===== src/rtl/rr_arb_pkg.sv =====
// Shared definitions for the 8-way round-robin arbiter:
// requester count, index width, FSM states and the default hold limit.
package rr_arb_pkg;

    localparam int NREQ         = 8;
    localparam int IDW          = 3;
    localparam int MAX_HOLD_DEF = 15;

    typedef enum logic {
        IDLE  = 1'b0,
        GRANT = 1'b1
    } arb_state_e;

endpackage


===== src/rtl/rr_arb_if.sv =====
// Request/grant bundle between the requesters and the arbiter.
// master: requester side (drives req/done); slave: arbiter side.
interface rr_arb_if;
    import rr_arb_pkg::*;

    logic [NREQ-1:0] req;
    logic            done;
    logic [NREQ-1:0] gnt;
    logic [IDW-1:0]  gnt_id;
    logic            gnt_valid;
    logic            timeout;

    modport master (
        output req, done,
        input  gnt, gnt_id, gnt_valid, timeout
    );

    modport slave (
        input  req, done,
        output gnt, gnt_id, gnt_valid, timeout
    );

endinterface


===== src/rtl/decoder_3to8.sv =====
// Plain 3-to-8 one-hot decoder.
module decoder_3to8 (
    input  logic [2:0] a,
    output logic [7:0] y
);

    assign y = 8'b0000_0001 << a;

endmodule


===== src/rtl/rr_pick8.sv =====
// Combinational round-robin search: first set req bit at or above ptr,
// wrapping modulo 8. any=0 when no request is pending.
module rr_pick8
    import rr_arb_pkg::*;
(
    input  logic [NREQ-1:0] req,
    input  logic [IDW-1:0]  ptr,
    output logic            any,
    output logic [IDW-1:0]  idx
);

    logic [IDW-1:0] k;

    // Walk the eight positions starting at ptr; the first hit wins.
    always_comb begin
        any = 1'b0;
        idx = '0;
        k   = ptr;
        for (int i = 0; i < NREQ; i++) begin
            k = ptr + IDW'(i);
            if (!any && req[k]) begin
                any = 1'b1;
                idx = k;
            end
        end
    end

endmodule


===== src/rtl/rr_arbiter_8.sv =====
// 8-requester round-robin arbiter with a two-state IDLE/GRANT FSM.
// A grant is held until done or until the owner withdraws its request;
// every release is followed by one IDLE cycle before the next grant.
// Optional feature macro ARB_TIMEOUT_EN: a 4-bit hold counter forces a
// release after MAX_HOLD grant cycles and pulses timeout for one cycle.
module rr_arbiter_8
    import rr_arb_pkg::*;
#(
    parameter int MAX_HOLD = MAX_HOLD_DEF
) (
    input  logic    clk,
    input  logic    rst_n,
    rr_arb_if.slave bus
);

    // The hold limit must fit the 4-bit counter and be non-zero.
    if (MAX_HOLD < 1 || MAX_HOLD > 15) begin : g_bad_max_hold
        $error("rr_arbiter_8: MAX_HOLD must be in 1..15");
    end

    arb_state_e      state, state_n;
    logic [IDW-1:0]  ptr, ptr_n;
    logic [IDW-1:0]  gnt_id, gnt_id_n;
    logic            pick_any;
    logic [IDW-1:0]  pick_idx;
    logic [NREQ-1:0] dec;
    logic            owner_release;

`ifdef ARB_TIMEOUT_EN
    localparam logic [3:0] HOLD_LIM = 4'(MAX_HOLD);
    logic [3:0] hold_cnt, hold_cnt_n;
    logic       timeout_q, timeout_n;
`endif

    rr_pick8 u_pick (
        .req (bus.req),
        .ptr (ptr),
        .any (pick_any),
        .idx (pick_idx)
    );

    decoder_3to8 u_dec (
        .a (gnt_id),
        .y (dec)
    );

    // Owner gives up the resource by pulsing done or dropping its request.
    assign owner_release = bus.done || !bus.req[gnt_id];

    // Next-state, next-owner and pointer update.
    always_comb begin
        state_n  = state;
        ptr_n    = ptr;
        gnt_id_n = gnt_id;
`ifdef ARB_TIMEOUT_EN
        hold_cnt_n = hold_cnt;
        timeout_n  = 1'b0;
`endif
        case (state)
            IDLE: begin
                if (pick_any) begin
                    state_n  = GRANT;
                    gnt_id_n = pick_idx;
`ifdef ARB_TIMEOUT_EN
                    hold_cnt_n = '0;
`endif
                end
            end
            GRANT: begin
                if (owner_release) begin
                    state_n = IDLE;
                    ptr_n   = gnt_id + 3'd1;
                end
`ifdef ARB_TIMEOUT_EN
                else if (hold_cnt + 4'd1 == HOLD_LIM) begin
                    // Limit reached with no voluntary release: force one.
                    state_n   = IDLE;
                    ptr_n     = gnt_id + 3'd1;
                    timeout_n = 1'b1;
                end else begin
                    hold_cnt_n = hold_cnt + 4'd1;
                end
`endif
            end
            default: state_n = IDLE;
        endcase
    end

    // State, pointer and owner registers; reset restarts the search at 0.
    always_ff @(posedge clk or negedge rst_n) begin
        if (!rst_n) begin
            state  <= IDLE;
            ptr    <= '0;
            gnt_id <= '0;
        end else begin
            state  <= state_n;
            ptr    <= ptr_n;
            gnt_id <= gnt_id_n;
        end
    end

`ifdef ARB_TIMEOUT_EN
    // Hold counter and registered one-cycle timeout pulse.
    always_ff @(posedge clk or negedge rst_n) begin
        if (!rst_n) begin
            hold_cnt  <= '0;
            timeout_q <= 1'b0;
        end else begin
            hold_cnt  <= hold_cnt_n;
            timeout_q <= timeout_n;
        end
    end

    assign bus.timeout = timeout_q;
`else
    assign bus.timeout = 1'b0;
`endif

    assign bus.gnt_valid = (state == GRANT);
    assign bus.gnt_id    = gnt_id;
    assign bus.gnt       = dec & {NREQ{bus.gnt_valid}};

endmodule


===== src/flat_wrapper.sv =====
// flat-port wrapper written by rule: the top's interface ports become plain ports
module rr_arbiter_8_flat import rr_arb_pkg::*;
#(
    parameter int MAX_HOLD = MAX_HOLD_DEF
)
  (clk, rst_n, bus_req, bus_done, bus_gnt, bus_gnt_id, bus_gnt_valid, bus_timeout);
  rr_arb_if bus_i ();
  input  logic clk;
  input  logic rst_n;
  input wire logic [$bits(bus_i.req)-1:0] bus_req;
  input wire logic [$bits(bus_i.done)-1:0] bus_done;
  output wire logic [$bits(bus_i.gnt)-1:0] bus_gnt;
  output wire logic [$bits(bus_i.gnt_id)-1:0] bus_gnt_id;
  output wire logic [$bits(bus_i.gnt_valid)-1:0] bus_gnt_valid;
  output wire logic [$bits(bus_i.timeout)-1:0] bus_timeout;
  assign bus_i.req = bus_req;
  assign bus_i.done = bus_done;
  assign bus_gnt = bus_i.gnt;
  assign bus_gnt_id = bus_i.gnt_id;
  assign bus_gnt_valid = bus_i.gnt_valid;
  assign bus_timeout = bus_i.timeout;
  rr_arbiter_8 #(.MAX_HOLD(MAX_HOLD)) u_core (.clk(clk), .rst_n(rst_n), .bus(bus_i));
endmodule

===== config.mk =====
export PLATFORM = sky130hd
export DESIGN_NAME = rr_arbiter_8_flat
export DESIGN_NICKNAME = d
export VERILOG_FILES = /design/src/rtl/rr_arb_pkg.sv /design/src/rtl/rr_arb_if.sv /design/src/rtl/decoder_3to8.sv /design/src/rtl/rr_pick8.sv /design/src/rtl/rr_arbiter_8.sv /design/src/flat_wrapper.sv
export SDC_FILE = /design/constraint.sdc
export NUM_CORES = 1
export LEC_CHECK = 0
export ABC_CLOCK_PERIOD_IN_PS = 2600
export BUFFER_PORTS_ARGS = -buffer_cell sky130_fd_sc_hd__buf_2
export CORE_MARGIN = 10
export CORE_UTILIZATION = 40
export CTS_CLUSTER_SIZE = 12
export DETAILED_ROUTE_END_ITERATION = 8
export PLACE_DENSITY = 0.75
export SLEW_MARGIN = 20
export SYNTH_ARGS = -nofsm -noshare
export SYNTH_HDL_FRONTEND = slang
export SYNTH_SLANG_ARGS = --single-unit

===== constraint.sdc =====
create_clock -name clk -period 2.6 [get_ports clk]
set_input_delay 0.39 -clock clk [delete_from_list [all_inputs] [get_ports clk]]
set_output_delay 0.39 -clock clk [all_outputs]
set_load 0.02 [all_outputs]

# Word level (Yosys, flattened, before mapping)
# Index checks and enable logic that the tools add are counted.
# totals
out_inout_bits,13
in_bits,11
register_bits,7
elab_cells,78
# classes
shifts,1
n_reduce_logical,18
addsub,8
n_lt_le_gt_ge,9
bitwise_logic,2
mux,37
# op_table
operator,n
"< comparator 3 x 4 -> 1 bit, second input constant",9
binary-select mux 1 bit (select 3 bit),9
two-way mux 3 bit,8
two-way mux 1 bit,19
"adder 3 bit, second input constant",4
AND 8 bit,1
logical NOT 1 bit,8
"<< shifter 1 x 3 -> 8 bit, first input constant",1
logical AND 1 bit,7
"adder 3 x 1 -> 3 bit, second input constant",2
"adder 3 x 2 -> 3 bit, second input constant",2
AND reduction 2 bit,2
one-hot mux 1 bit (2 select lines),1
logical OR 1 bit,1
NOT 1 bit,1

# Depth between registers and ports, before layout
# depth
ltp_word,26
depth_mapped,11
depth_no_buf,9

# Hierarchy
# Synthesis repeated with hierarchy kept, for this count alone.
# hier_totals
hier_cells,167
area_unflattened_um2,1590.3
# modules_own_cells
mod,cells_per_inst,seq_area_each_um2,instances,area_each_um2
rr_pick8,121,0.0,1,1081.0
rr_arbiter_8,38,175.2,1,444.2
decoder_3to8,8,0.0,1,65.1

# Least setup slack after synthesis
# OpenSTA, ideal clock, no wires.
# synth_timing
path_type,register to register
start,register u_core.ptr[0]
end,"register u_core.gnt_id[1], in the netlist u_core.bus.gnt_id[1]"
required_time_ns,2.474
setup_slack_ns,-0.194
period_less_slack_ns,2.794
arrival_time_ns,2.668
path_stages_with_launch,11
n_path_buf,1
setup_ns,0.126
path_cell_list,dfrtp_1 buf_6 inv_1 ha_1 mux4_2 mux2i_2 nand2_1 o21a_1 a221oi_2 a21oi_1 o32a_1
# synth_via
elab_chain_cells,25
word_cells_on_any_way,54
cone_classes,7 x add/sub; 32 x mux; 15 x reduce/logical
# synth_lines
item,line_no,source
"start, declared",rr_arbiter_8.sv:22,"logic [IDW-1:0] ptr, ptr_n;"
"start signal, assigned",rr_arbiter_8.sv:97,ptr <= ptr_n;
branches (longest 25 deep; another with adder 3 x 1 -> 3 bit),-,
"end signal, assigned",rr_arbiter_8.sv:98,gnt_id <= gnt_id_n;
"end, declared",rr_arbiter_8.sv:23,"logic [IDW-1:0] gnt_id, gnt_id_n;"
# Several ways; the timed one is not identified. The select of a mux whose other input is x is not followed.
# A chain may end at the register's enable or synchronous reset.

# Worst setup path in the final report
# Same ends and word-level chain as after synthesis.

==> results.toml <==
[worst_setup_path]
crit_path_end_kind = "register"
worstPathArrival_ps = 2780
path_max_fanout = 6
r2r-start = "u_core.ptr[0]"
startpoint = "u_core.ptr[0]"
critPathLaunchType = "register"
worstPathRequired_ps = 2750
crit_type = "register to register"

[final_layout]
fin_cells = 228
final_cell_mix = "buf_4 (24), buf_2 (22), nand2_1 (13), mux4_2 (13)"
diodes = 0
drive_gt1_share_pct = 47.3
fill_cells = 272
nNetsFinal = 204
postLayoutCellArea_um2 = 1760
area_growth_pct = 33.5
fin_util_pct = 56.8
final_common_cell = "buf_4"

[run]
drv_cap = 0

[yosys]
synth.distinct_cells = 45
yosysTopAreaCellShare_pct = 20.5
synth.net_count = 158
ys_top_cells_by_area = "mux4_2 (20%), dfrtp_1 (13%), ha_1 (7.6%)"
netlist_instances = 139
synth_seq_cells = 7
synth_seq_area_share_pct = 13.3
netlist_area_um2 = 1320
synth-edff-count = 0
synth-async-reset-ratio_pct = 100
syn_avg_cell_area_um2 = 9.50
yosysTopAreaCell = "mux4_2"
synthFlopType = "dfrtp_1"
yosys_warnings = 0

[route]
wl_met1_um = 1740
drc = 0
via_per_inst = 5.96
vias = 1360
dr.pass1.iters = 4
top_layer = "met4"
wire_per_inst_um = 18.6
route.met2.wl_um = 2090
dr_wl_met3_um = 302
drtAntennaViolNets = 0
drt_iter0_markers = 121
wirelength_um = 4230

[sta]
max_freq_mhz = 380
fin_skew_ps = 9.64
rsz0062_at_grt = "true"
period_needed_ps = 2630
period_share_pct = 101
final-hold-violation-count = 0
final-max-slew-violation-count = 0
setup_slack_ps = -32.8
finalSetupViolCount = 3

[placed_design]
gp_congestion = 0.864
placed_cell_area_um2 = 1570
port_buffers = 22
dp.cells = 211
hpwl_um = 3030

[min_path]
min_from = "bus_done"
hp-class = "input port to register"

[die]
core_area_um2 = 3100
ios = 24
core.rowCount = 20
die_x_um = 77.4
dieArea_um2 = 6000
die_h_um = 77.4
initial_core_util_pct = 42.5

[clock_network]
cts-htree-levels = 1
clk_latency_ps = 280
path_clk_slew_ps = 60
root_buffer = "clkbuf_4"
clock_path_buffers = 2
clock-sinks = 7
cts_made_buffers = 3
cts_tree = "done"

[global_routing]
grt_pass1_vias = 1456
antenna_found_initial = 0
grt_util_all_layers_pct = 13.5
grt_pass1_wl_um = 6800
grt-ovfl-total = 0
grt_max_degree = 15

[status]
status = "finished with violations"
violations = "setup timing"
## final timing paths
| check | slack (ps) | depth (start not counted) | to |
|---|---|---|---|
| worst max-delay path | -30 | 9 | u_core.bus.gnt_id[1] |
| worst min-delay path | 410 | 3 | u_core.bus.gnt_valid |
| worst max register to register | -30 | 9 | u_core.bus.gnt_id[1] |
| worst min register to register | 730 | 2 | u_core.bus.gnt_valid |
| max in group asynchronous | 1960 | 2 | u_core.bus.gnt_valid |
| min in group asynchronous | 480 | 2 | u_core.ptr[0] |
## cells by family (layout without fill, tap and decap cells)
group | Yosys count | in the layout | synth area share [%]
and+or+nand+nor | 40 | 40 | 16.3
AOI/OAI and AO/OA | 38 | 38 | 21.0
muxes | 25 | 25 | 33.4
buffers and inverters | 17 | 62 | 6.16
adders and majority gates | 8 | 8 | 7.58
DFF | 7 | 7 | 13.3
xor gates and xnor gates | 3 | 3 | 1.99
other | 1 | 1 | 0.284
## routing by layer
| metal | up-vias | GRT usage (%) |
|---|---|---|
| li1 | 627 | - |
| met4 | 0 | 7.30 |
| met5 | - | 0 |
| met1 | 649 | 15.5 |
| met2 | 71 | 22.4 |
| met3 | 13 | 3.46 |
## stage by stage
stage	hold WS [ps]	setup slack [ps]	TNS, ps
after floorplan	94.4	20.5	0
after global placement	230	-74.0	-74.0
after detailed placement	230	-53.3	-137
after CTS	404	-6.52	-6.52
after global routing	430	-156	-527
final	407	-32.8	-83.4
## sequential cells by signal, summed over array words and instances (netlist names)
name,count
u_core.bus.gnt_id,3
u_core.ptr,3
u_core.bus.gnt_valid,1
## worst max-delay path, cell delays in order (launching register included)
cell,delay (ps)
dfrtp_1,420
inv_4,60
ha_4,310
mux4_2,620
mux2i_4,220
nand2_2,110
o21a_1,130
a221oi_2,230
a21oi_1,90
o32a_1,300
## area by class of cell
| cell class | instances | area (um^2) | area share [%] |
|---|---|---|---|
| flip-flops and latches | 7 | 175 | 9.94 |
| well taps | 44 | 55.1 | 3.12 |
| repair buffers | 48 | 315 | 17.9 |
| multi-input cells | 115 | 1150 | 65.3 |
| inverters | 10 | 40.0 | 2.27 |
| clock buffers | 4 | 26.3 | 1.49 |
## timing repair
| action | 4_1_cts | 5_1_grt |
|---|---|---|
| gates resized for setup | 7 | 11 |
| pin swaps | 5 | 7 |
| endpoints found under the setup margin | 4 | 4 |
| setup buffers | 5 | 7 |
| endpoints found under the hold margin | 7 | 0 |
| hold buffers | 1 | 0 |
## Yosys cell counts (4+ instances only)
library cell,count
a21oi_1,6
a31oi_1,4
and2_1,4
and3_1,4
dfrtp_1,7
ha_1,8
inv_1,10
mux2i_1,7
mux4_2,12
nand2_1,15
nor2_1,7
o21ai_0,8
Power is not shown: default switching activity piles up to over one toggle a cycle in this logic, so the estimate is an artifact.
